<file path="src/rtl/conv_frame_sequencer_if.sv">
// Bus bundle between the frame sequencer, its pixel memory and the filter core.
// The master side is the sequencer; the slave side is memory, core and host.
interface conv_frame_sequencer_if #(
    parameter int ADDR_W = 19
);
    logic              i_start;
    logic [ADDR_W-1:0] i_kernel_base;
    logic [ADDR_W-1:0] i_image_base;
    logic              o_mem_rd;
    logic [ADDR_W-1:0] o_mem_addr;
    logic [7:0]        i_mem_rdata;
    logic              o_data_valid;
    logic [7:0]        o_data;
    logic              o_kernel_mode;
    logic              i_intr;
    logic              i_out_valid;
    logic              o_busy;
    logic              o_done;
    logic              o_overrun;

    modport master (
        input  i_start, i_kernel_base, i_image_base, i_mem_rdata,
        input  i_intr, i_out_valid,
        output o_mem_rd, o_mem_addr, o_data_valid, o_data,
        output o_kernel_mode, o_busy, o_done, o_overrun
    );

    modport slave (
        output i_start, i_kernel_base, i_image_base, i_mem_rdata,
        output i_intr, i_out_valid,
        input  o_mem_rd, o_mem_addr, o_data_valid, o_data,
        input  o_kernel_mode, o_busy, o_done, o_overrun
    );
endinterface

</file>
<file path="src/rtl/conv_frame_sequencer.sv">
// Streams kernel, priming lines, interrupt-paced lines and zero padding
// from pixel memory into the 5x5 filter core; counts output pixels.
module conv_frame_sequencer #(
    parameter int IMG_WIDTH   = 512,
    parameter int IMG_HEIGHT  = 512,
    parameter int KERNEL_TAPS = 25,
    parameter int PRIME_LINES = 6,
    parameter int PAD_LINES   = 2,
    parameter int ADDR_W      = 19
) (
    input  logic axi_clk,
    input  logic axi_reset_n,
    conv_frame_sequencer_if.master bus
);
    localparam int PIX    = IMG_WIDTH * IMG_HEIGHT;
    localparam int OCW    = $clog2(PIX + 1);
    localparam int PBEATS = PRIME_LINES * IMG_WIDTH;
    localparam int PHMAX  = (PBEATS > KERNEL_TAPS) ? PBEATS : KERNEL_TAPS;
    localparam int PHW    = $clog2(PHMAX + 1);
    localparam int BODY   = IMG_HEIGHT - PRIME_LINES;
    localparam int TOTAL  = BODY + PAD_LINES;
    localparam int LCW    = $clog2(TOTAL + 1);

    typedef enum logic [2:0] {
        S_IDLE, S_KERNEL, S_GAP, S_PRIME,
        S_WAIT, S_LINE, S_PAD, S_DRAIN
    } state_t;

    state_t            state, state_d;
    logic [PHW-1:0]    phase_cnt, limit;
    logic [LCW-1:0]    line_cnt;
    logic [ADDR_W-1:0] img_ptr, kbase;
    logic [OCW-1:0]    out_cnt;
    logic              pending, armed, overrun;
    logic              beat_vld, beat_rd, beat_kmode;
    logic              rd, pad, kread, consume, done;
    logic              start_ok, armed_c;

    assign start_ok = (state == S_IDLE) && bus.i_start;
    // Interrupts count from the first PRIME cycle until the frame ends.
    assign armed_c  = armed || (state == S_PRIME);

    always_comb begin
        state_d = state;
        limit   = '0;
        rd      = 1'b0;
        pad     = 1'b0;
        kread   = 1'b0;
        consume = 1'b0;
        done    = 1'b0;
        unique case (state)
            S_IDLE: begin
                if (bus.i_start) state_d = S_KERNEL;
            end
            S_KERNEL: begin
                limit = PHW'(KERNEL_TAPS);
                if (phase_cnt == limit) begin
                    state_d = S_GAP;
                end else begin
                    rd    = 1'b1;
                    kread = 1'b1;
                end
            end
            S_PRIME: begin
                limit = PHW'(PBEATS);
                if (phase_cnt == limit) state_d = S_GAP;
                else rd = 1'b1;
            end
            S_LINE: begin
                limit = PHW'(IMG_WIDTH);
                if (phase_cnt == limit) state_d = S_GAP;
                else rd = 1'b1;
            end
            S_PAD: begin
                limit = PHW'(IMG_WIDTH);
                if (phase_cnt == limit) state_d = S_GAP;
                else pad = 1'b1;
            end
            S_GAP: begin
                if (!armed) state_d = S_PRIME;
                else if (line_cnt == LCW'(TOTAL)) state_d = S_DRAIN;
                else state_d = S_WAIT;
            end
            S_WAIT: begin
                if (pending) begin
                    consume = 1'b1;
                    state_d = (line_cnt < LCW'(BODY)) ? S_LINE : S_PAD;
                end
            end
            S_DRAIN: begin
                if (out_cnt == OCW'(PIX)) begin
                    done    = 1'b1;
                    state_d = S_IDLE;
                end
            end
            default: state_d = S_IDLE;
        endcase
    end

    always_ff @(posedge axi_clk or negedge axi_reset_n) begin
        if (!axi_reset_n) begin
            state      <= S_IDLE;
            phase_cnt  <= '0;
            line_cnt   <= '0;
            img_ptr    <= '0;
            kbase      <= '0;
            out_cnt    <= '0;
            pending    <= 1'b0;
            armed      <= 1'b0;
            overrun    <= 1'b0;
            beat_vld   <= 1'b0;
            beat_rd    <= 1'b0;
            beat_kmode <= 1'b0;
        end else begin
            state      <= state_d;
            beat_vld   <= rd || pad;
            beat_rd    <= rd;
            beat_kmode <= kread;

            if (state_d != state) phase_cnt <= '0;
            else if (rd || pad) phase_cnt <= phase_cnt + PHW'(1);

            if (rd && !kread) img_ptr <= img_ptr + ADDR_W'(1);

            if ((state == S_LINE || state == S_PAD) && state_d == S_GAP)
                line_cnt <= line_cnt + LCW'(1);

            if (state == S_PRIME) armed <= 1'b1;
            else if (done) armed <= 1'b0;

            // A single credit: a same-cycle consume leaves the new one set.
            if (armed_c && bus.i_intr) begin
                pending <= 1'b1;
                if (pending && !consume) overrun <= 1'b1;
            end else if (consume) begin
                pending <= 1'b0;
            end

            if (state != S_IDLE && bus.i_out_valid && out_cnt != OCW'(PIX))
                out_cnt <= out_cnt + OCW'(1);

            if (start_ok) begin
                kbase    <= bus.i_kernel_base;
                img_ptr  <= bus.i_image_base;
                out_cnt  <= '0;
                pending  <= 1'b0;
                overrun  <= 1'b0;
                armed    <= 1'b0;
                line_cnt <= '0;
            end
        end
    end

    assign bus.o_mem_rd      = rd;
    assign bus.o_mem_addr    = !rd   ? '0 :
                               kread ? kbase + ADDR_W'(phase_cnt) : img_ptr;
    assign bus.o_data_valid  = beat_vld;
    assign bus.o_data        = beat_rd ? bus.i_mem_rdata : 8'd0;
    assign bus.o_kernel_mode = beat_kmode;
    assign bus.o_busy        = (state != S_IDLE);
    assign bus.o_done        = done;
    assign bus.o_overrun     = overrun;
endmodule
</file>
<file path="src/flat_wrapper.sv">
// flat-port wrapper written by rule: the top's interface ports become plain ports
module conv_frame_sequencer_flat 
#(
    parameter int IMG_WIDTH   = 512,
    parameter int IMG_HEIGHT  = 512,
    parameter int KERNEL_TAPS = 25,
    parameter int PRIME_LINES = 6,
    parameter int PAD_LINES   = 2,
    parameter int ADDR_W      = 19
)
  (axi_clk, axi_reset_n, bus_i_start, bus_i_kernel_base, bus_i_image_base, bus_i_mem_rdata, bus_i_intr, bus_i_out_valid, bus_o_mem_rd, bus_o_mem_addr, bus_o_data_valid, bus_o_data, bus_o_kernel_mode, bus_o_busy, bus_o_done, bus_o_overrun);
  conv_frame_sequencer_if #(.ADDR_W(ADDR_W)) bus_i ();
  input  logic axi_clk;
  input  logic axi_reset_n;
  input wire logic [$bits(bus_i.i_start)-1:0] bus_i_start;
  input wire logic [$bits(bus_i.i_kernel_base)-1:0] bus_i_kernel_base;
  input wire logic [$bits(bus_i.i_image_base)-1:0] bus_i_image_base;
  input wire logic [$bits(bus_i.i_mem_rdata)-1:0] bus_i_mem_rdata;
  input wire logic [$bits(bus_i.i_intr)-1:0] bus_i_intr;
  input wire logic [$bits(bus_i.i_out_valid)-1:0] bus_i_out_valid;
  output wire logic [$bits(bus_i.o_mem_rd)-1:0] bus_o_mem_rd;
  output wire logic [$bits(bus_i.o_mem_addr)-1:0] bus_o_mem_addr;
  output wire logic [$bits(bus_i.o_data_valid)-1:0] bus_o_data_valid;
  output wire logic [$bits(bus_i.o_data)-1:0] bus_o_data;
  output wire logic [$bits(bus_i.o_kernel_mode)-1:0] bus_o_kernel_mode;
  output wire logic [$bits(bus_i.o_busy)-1:0] bus_o_busy;
  output wire logic [$bits(bus_i.o_done)-1:0] bus_o_done;
  output wire logic [$bits(bus_i.o_overrun)-1:0] bus_o_overrun;
  assign bus_i.i_start = bus_i_start;
  assign bus_i.i_kernel_base = bus_i_kernel_base;
  assign bus_i.i_image_base = bus_i_image_base;
  assign bus_i.i_mem_rdata = bus_i_mem_rdata;
  assign bus_i.i_intr = bus_i_intr;
  assign bus_i.i_out_valid = bus_i_out_valid;
  assign bus_o_mem_rd = bus_i.o_mem_rd;
  assign bus_o_mem_addr = bus_i.o_mem_addr;
  assign bus_o_data_valid = bus_i.o_data_valid;
  assign bus_o_data = bus_i.o_data;
  assign bus_o_kernel_mode = bus_i.o_kernel_mode;
  assign bus_o_busy = bus_i.o_busy;
  assign bus_o_done = bus_i.o_done;
  assign bus_o_overrun = bus_i.o_overrun;
  conv_frame_sequencer #(.IMG_WIDTH(IMG_WIDTH), .IMG_HEIGHT(IMG_HEIGHT), .KERNEL_TAPS(KERNEL_TAPS), .PRIME_LINES(PRIME_LINES), .PAD_LINES(PAD_LINES), .ADDR_W(ADDR_W)) u_core (.axi_clk(axi_clk), .axi_reset_n(axi_reset_n), .bus(bus_i));
endmodule
</file>
<file path="config.mk">
export PLATFORM = sky130hd
export DESIGN_NAME = conv_frame_sequencer_flat
export DESIGN_NICKNAME = d
export VERILOG_FILES = /design/src/rtl/conv_frame_sequencer_if.sv /design/src/rtl/conv_frame_sequencer.sv /design/src/flat_wrapper.sv
export SDC_FILE = /design/constraint.sdc
export NUM_CORES = 1
export LEC_CHECK = 0
export BUFFER_PORTS_ARGS = -buffer_cell sky130_fd_sc_hd__buf_2
export CAP_MARGIN = 20
export CORE_MARGIN = 4
export CORE_UTILIZATION = 57
export DETAILED_ROUTE_END_ITERATION = 16
export PLACE_DENSITY = 0.79
export SETUP_SLACK_MARGIN = 0.5
export SKIP_LAST_GASP = 1
export SYNTH_ARGS = -nofsm -noshare
export SYNTH_HDL_FRONTEND = slang
export SYNTH_SLANG_ARGS = --single-unit
</file>
<file path="constraint.sdc">
create_clock -name axi_clk -period 3.4 [get_ports axi_clk]
set_clock_uncertainty 0.1 [all_clocks]
set_input_delay 0.85 -clock axi_clk [delete_from_list [all_inputs] [get_ports axi_clk]]
set_output_delay 0.85 -clock axi_clk [all_outputs]
set_load 0.01 [all_outputs]
</file>
==> results of run 1 <==
layout make-up:
type | count | share of cell area, %
Tap cell | 108 | 2.01
Clock inverter | 7 | 0.819
Inverter | 18 | 1.01
Timing Repair Buffer | 138 | 13.7
Clock buffer | 9 | 1.84
Multi-Input combinational cell | 490 | 48.1
Sequential cell | 87 | 32.5
layer usage:
layer	track usage, %	wire [µm]	up-vias
li1	-	-	2391
met1	35.2	6160	2456
met2	42.0	7450	273
met3	5.34	1180	52
met4	12.4	517	0
met5	0	0	-
worst max-delay path, delay by kind of cell (launching register included):
kind,cells,cell delay [ns]
DFF,1,0.40
xor gates and xnor gates,1,0.12
AOI/OAI and AO/OA,5,1.06
buffers and inverters,2,0.30
adders and majority gates,2,0.42
power by group through the flow:
stage	registers, mW	clock network, mW	logic, mW
floorplan	1.12	0	0.0714
global placement	1.12	0	0.136
detailed placement	1.12	0	0.144
CTS	1.11	0.688	0.171
global route	1.11	0.739	0.198
finish	1.11	0.679	0.177
worst min-delay path by stage:
stage                                             to
floorplan                u_core.kbase[0]$_DFFE_PN0P_
global placement         u_core.kbase[7]$_DFFE_PN0P_
detailed placement      u_core.kbase[11]$_DFFE_PN0P_
CTS                     u_core.kbase[11]$_DFFE_PN0P_
global route        u_core.bus.o_overrun$_DFFE_PN0P_
finish              u_core.bus.o_overrun$_DFFE_PN0P_
cell families after synthesis:
| logic type | after synthesis | synth area share (%) |
|---|---|---|
| xor gates and xnor gates | 67 | 11.1 |
| muxes | 1 | 0.190 |
| DFF | 87 | 41.2 |
| and+or+nand+nor | 290 | 25.9 |
| AOI/OAI and AO/OA | 109 | 12.9 |
| buffers and inverters | 46 | 3.48 |
| adders and majority gates | 21 | 5.12 |
through the flow:
stage / area [µm²] / util, %
finish: 6720 / 76.0
global route: 6720 / 76.0
CTS: 6460 / 73.0
detailed placement: 5930 / 67.1
global placement: 5930 / 67.1
floorplan: 5400 / -
Yosys cell counts, types with 2 or more instances:
| cell type | instances | area (µm²) |
|---|---|---|
| clkbuf_1 | 22 | 82.6 |
| a22o_1 | 8 | 70.1 |
| buf_1 | 2 | 7.51 |
| buf_2 | 3 | 15.0 |
| xnor2_1 | 25 | 219 |
| nand2b_1 | 2 | 12.5 |
| nand3_1 | 29 | 145 |
| nor3_1 | 8 | 40.0 |
| or3_1 | 7 | 43.8 |
| nand2_1 | 118 | 443 |
| nor2b_1 | 4 | 25.0 |
| dfrtp_1 | 87 | 2180 |
| xor2_1 | 42 | 368 |
| inv_1 | 17 | 63.8 |
| nor2_1 | 55 | 206 |
| o22ai_1 | 2 | 12.5 |
| ha_1 | 20 | 250 |
| o21bai_1 | 3 | 22.5 |
| a21o_1 | 5 | 37.5 |
| o31ai_1 | 9 | 67.6 |
| and2_1 | 14 | 87.6 |
| a31oi_1 | 7 | 43.8 |
| a311o_1 | 2 | 20.0 |
| nor3b_1 | 3 | 22.5 |
| nor4_1 | 5 | 31.3 |
| and3_1 | 13 | 81.3 |
| o31a_1 | 2 | 17.5 |
| a21oi_1 | 23 | 115 |
| nand4_1 | 21 | 131 |
| and4_1 | 3 | 26.3 |
| o21ai_0 | 41 | 205 |
flip-flops by register name, summed over array words and instances (netlist names):
register	cells
u_core.out_cnt	19
u_core.bus.o_data_valid	1
u_core.armed	1
u_core.kbase	19
u_core.line_cnt	9
u_core.bus.o_kernel_mode	1
u_core.state	3
u_core.bus.o_overrun	1
u_core.pending	1
u_core.phase_cnt	12
u_core.img_ptr	19
u_core.beat_rd	1
what timing repair did:
item | 4_1_cts | 5_1_grt
hold endpoints to repair | 0 | 0
setup buffers | 24 | 17
endpoints found under the setup margin | 33 | 40
pin swaps | 25 | 15
gates cloned | 2 | 1
gates resized for setup | 32 | 26
==> results.cfg, run 1 <==
[logic_synthesis]
yosysWarnings = 0
synth_edf_count = 0
synthFlopType = dfrtp_1
avgSynthCellArea_um2 = 8.50
postSynthNetCount = 693
syn_area_um2 = 5280
ys_types = 50
async_flop_share_pct = 100
netlist_instances = 621
ys_seq_elements = 87
ys_seq_area_share_pct = 41.2

[route]
vias = 5172
vias_per_cell = 6.04
drt_pass1_iterations = 5
routed_wl_mm = 15.3
drc = 0
detail_route.wl_per_cell_um = 17.9
ant_nets = 0
drtIter0Drc = 446

[run_status]
status = finished with violations
violations = negative setup slack

[layout]
layout_common_cells = 110 x nand2_1, 80 x dfrtp_1, 79 x buf_2
syn_to_final_growth_pct = 27.3
n_antenna_cell = 0
stdcell_count = 857
fillers = 578
drive_gt1_share_pct = 29.2
regArea_um2 = 2190
fin_nets = 816
multi_input_area_um2 = 3230
final_common_cell = nand2_1

[floorplan]
core_um2 = 8850
core.rowCount = 34
die_w_um = 104
start_util_pct = 59.7
die_area_um2 = 10900
pin_count = 84
die_h_um = 104

[worst_setup_path]
crit_start = u_core.kbase[0]$_DFFE_PN0P_
crit_end = bus_o_mem_addr[12]
cp_max_fo = 4
startpoint_type = flop
arrival_ns = 2.66
reg2reg_setup_slack_ns = 0.49
endpoint_kind = primary output
reg2regPathDepth = 8
path_cells = ha_2 > fa_2 > a21o_1 > a21oi_2 > o31a_1 > a311o_1 > buf_4 > xnor2_1 > a22o_1 > buf_2
cp.required_ns = 2.45
slowest_delay_ns = 0.41
r2r_start = u_core.out_cnt[14]$_DFFE_PN0P_
worstSetupPathType = flop to primary output
cp_slowest_cell = a311o_1
r2r-end = u_core.phase_cnt[2]$_DFFE_PN0P_

[timing]
setup_viol = 18
worst_slack_ns = -0.209
period_share_pct = 106
hold_violations = 0
slew_headroom_pct = 49.2
fmax_mhz = 277
worstMarginPinSlew_ns = 0.757
rsz0062_at_grt = yes
tns_ns = -1.93
period_minus_slack_ns = 3.61
fin_hold_ws_ns = 0.410
slew_violations = 0

[min_path]
hp-class = flop to flop
worstHoldPathCells = 2
min_from = u_core.bus.o_overrun$_DFFE_PN0P_

[placed_design]
post-place-ws_ns = 0.138
gp_routability_congestion = 0.888
hpwlAfterDp_mm = 9.66
dp.cells = 797
port_buffers = 83

[power]
peakVddDrop_uv = 239
p_seq_share_pct = 56.4
clock_power_share_pct = 34.6
p_comb_share_pct = 9.0
p_leak_nw = 3.15
powerDensity_nw_per_um2 = 292
power_mw = 1.96
p_int_mw = 1.43
switching_share_pct = 27.2
p_switching_uw = 534

[cts]
clock_tree.root_cell = clkbuf_8
clkTransAtPathRegs_ns = 0.09
cts_tree = done
insertion_delay_ns = 0.37
cts_buffers = 9
cts.path.max_buffers = 2
cts.sinks = 87
ctsHoldBuffers = 0
h-tree-depth = 3

[global_routing]
antenna_found_initial = 0
grt_usage_pct = 26.6
grt_overflow = 0
grt_pass1_vias = 4849
grt_pass1_wl_mm = 23.6
grt_max_degree = 58

[job]
cap_viol_max_count = 0
(Power assumes the default switching activity.)
==> run 2, diff against run 1 <==
--- a/config.mk
+++ b/config.mk
@@ -10,5 +10,5 @@
 export CORE_MARGIN = 4
-export CORE_UTILIZATION = 57
+export CORE_UTILIZATION = 40
 export DETAILED_ROUTE_END_ITERATION = 16
-export PLACE_DENSITY = 0.79
+export PLACE_DENSITY = 0.59
 export SETUP_SLACK_MARGIN = 0.5
--- a/constraint.sdc
+++ b/constraint.sdc
@@ -4,2 +4,2 @@
 set_output_delay 0.85 -clock axi_clk [all_outputs]
-set_load 0.01 [all_outputs]
+set_load 0.005 [all_outputs]
==> results.cfg, run 2 (synthesis results as in run 1) <==
[route]
ant_nets = 0
met3WireLength_um = 999
detail_route.wl_per_cell_um = 16.5
routed.top_layer = met4
drc = 0
drtIter0Drc = 502
drt_pass1_iterations = 9
vias = 4978
routed_wl_mm = 15.2
wl_met2_mm = 7.40
wl_met1_mm = 6.62
vias_per_cell = 5.38

[timing]
setup_viol = 20
hold_violations = 0
worst_slack_ns = -0.179
fin_hold_ws_ns = 0.384
rsz0062_at_grt = yes
fmax_mhz = 279
slew_headroom_pct = 46.0
slew_violations = 0
period_share_pct = 105
tns_ns = -1.67
worstMarginPinSlew_ns = 0.804
period_minus_slack_ns = 3.58

[floorplan]
start_util_pct = 41.3
die_w_um = 123
die_h_um = 123
pin_count = 84
core_um2 = 12800
core.rowCount = 41
die_area_um2 = 15100

[run_status]
status = finished with violations
violations = negative setup slack

[worst_setup_path]
arrival_ns = 2.63
reg2reg_setup_slack_ns = 0.42
cp_slowest_cell = dfrtp_2
r2r_start = u_core.phase_cnt[7]$_DFFE_PN0P_
worstSetupPathType = flop to primary output
startpoint_type = flop
r2r-end = u_core.phase_cnt[3]$_DFFE_PN0P_
slowest_delay_ns = 0.44
endpoint_kind = primary output
cp.required_ns = 2.45
cp_max_fo = 4
path_cells = ha_4 > and3_4 > nand3_2 > o31a_1 > a311o_1 > nor2_2 > xnor2_2 > o21ai_1 > buf_2
reg2regPathDepth = 13

[layout]
drive_gt1_share_pct = 30.8
final_common_cell = nand2_1
n_antenna_cell = 0
fin_util_pct = 55.3
reg_top3 = u_core.img_ptr x19, u_core.kbase x19, u_core.out_cnt x19
fin_nets = 820
final_area_um2 = 7060
syn_to_final_growth_pct = 33.7
layout_common_cells = 110 x nand2_1, 82 x dfrtp_1, 81 x buf_2

[global_routing]
grt_overflow = 0
antenna_found_initial = 0
grt_usage_pct = 19.9
grt_max_degree = 55
grt_pass1_vias = 4803
grt_pass1_wl_mm = 23.8

[cts]
ctsHoldBuffers = 0
clkTransAtPathRegs_ns = 0.06
cts_buffers = 9
insertion_delay_ns = 0.35
cts.path.max_buffers = 2
h-tree-depth = 3
cts_tree = done
cts.sinks = 87
clock_tree.root_cell = clkbuf_16

[placed_design]
gp_routability_congestion = 0.901
port_buffers = 83
postPlaceCellArea_um2 = 5970
hpwlAfterDp_mm = 9.81

[power]
peakVddDrop_uv = 402
powerDensity_nw_per_um2 = 320
p_leak_nw = 3.25
power_mw = 2.26

[job]
cap_viol_max_count = 0

[min_path]
hp-class = primary input to asynchronous set/reset pin
run 2: changes by cell type in the layout (fill, tap and decap cells not counted), moves of 3 or more:
cell       change
nor2_1        -11
o21ai_0        +4
buf_6          +4
clkbuf_8       -8
clkbuf_16      +9
nor2_4        +11
xnor2_2        +3
xnor2_1        -3
inv_6          -3
o21ai_2        -6
run 2: final cells by class:
cell class,count,area [µm²]
fillers,1105,5710
multi-input cells,490,3340
flip-flops and latches,87,2180
repair buffers,142,963
clock buffers,12,246
well taps,172,215
inverters,18,70.1
clock inverters,4,45.0
run 2: critical path: cells and delay by family, from the launching register on:
family / cells / cell delay [ns]
AOI/OAI and AO/OA: 3 / 0.84
and+or+nand+nor: 3 / 0.44
DFF: 1 / 0.44
adders and majority gates: 1 / 0.30
xor gates and xnor gates: 1 / 0.12
buffers and inverters: 1 / 0.12
run 2: repair_timing:
item	in CTS	in global routing
pin swaps	26	34
resized for setup	45	61
setup endpoints to repair	33	46
setup buffers	31	13
gates cloned	2	1
run 2: routing by layer:
| metal | global-route usage, % | up-vias |
|---|---|---|
| met5 | 0 | - |
| li1 | - | 2400 |
| met4 | 4.69 | 0 |
| met1 | 26.5 | 2385 |
| met3 | 5.49 | 19 |
| met2 | 32.3 | 174 |
run 2: through the flow:
step                      setup WS (ns)  cells
after floorplan                   0.374    621
after global placement            0.201    862
after detailed placement          0.117    862
after CTS                        -0.128    911
after global routing             -0.301    925
final                            -0.179    925
run 2: worst max path at each step:
stage                               startpoint                 end  slack [ns]  depth (start not counted)
2_1_floorplan  u_core.phase_cnt[5]$_DFFE_PN0P_   bus_o_mem_addr[0]        0.37                          7
3_3_place_gp   u_core.phase_cnt[6]$_DFFE_PN0P_  bus_o_mem_addr[18]        0.20                          9
3_5_place_dp   u_core.phase_cnt[6]$_DFFE_PN0P_  bus_o_mem_addr[16]        0.12                          9
4_1_cts            u_core.kbase[0]$_DFFE_PN0P_  bus_o_mem_addr[16]       -0.13                         10
5_1_grt        u_core.phase_cnt[7]$_DFFE_PN0P_  bus_o_mem_addr[16]       -0.30                          9
6_report       u_core.phase_cnt[6]$_DFFE_PN0P_  bus_o_mem_addr[16]       -0.18                          9
run 2: report_power, final:
part / internal, mW / switching, mW
clock: 0.586 / 0.404
combinational: 0.0824 / 0.0767
sequential: 1.07 / 0.0444
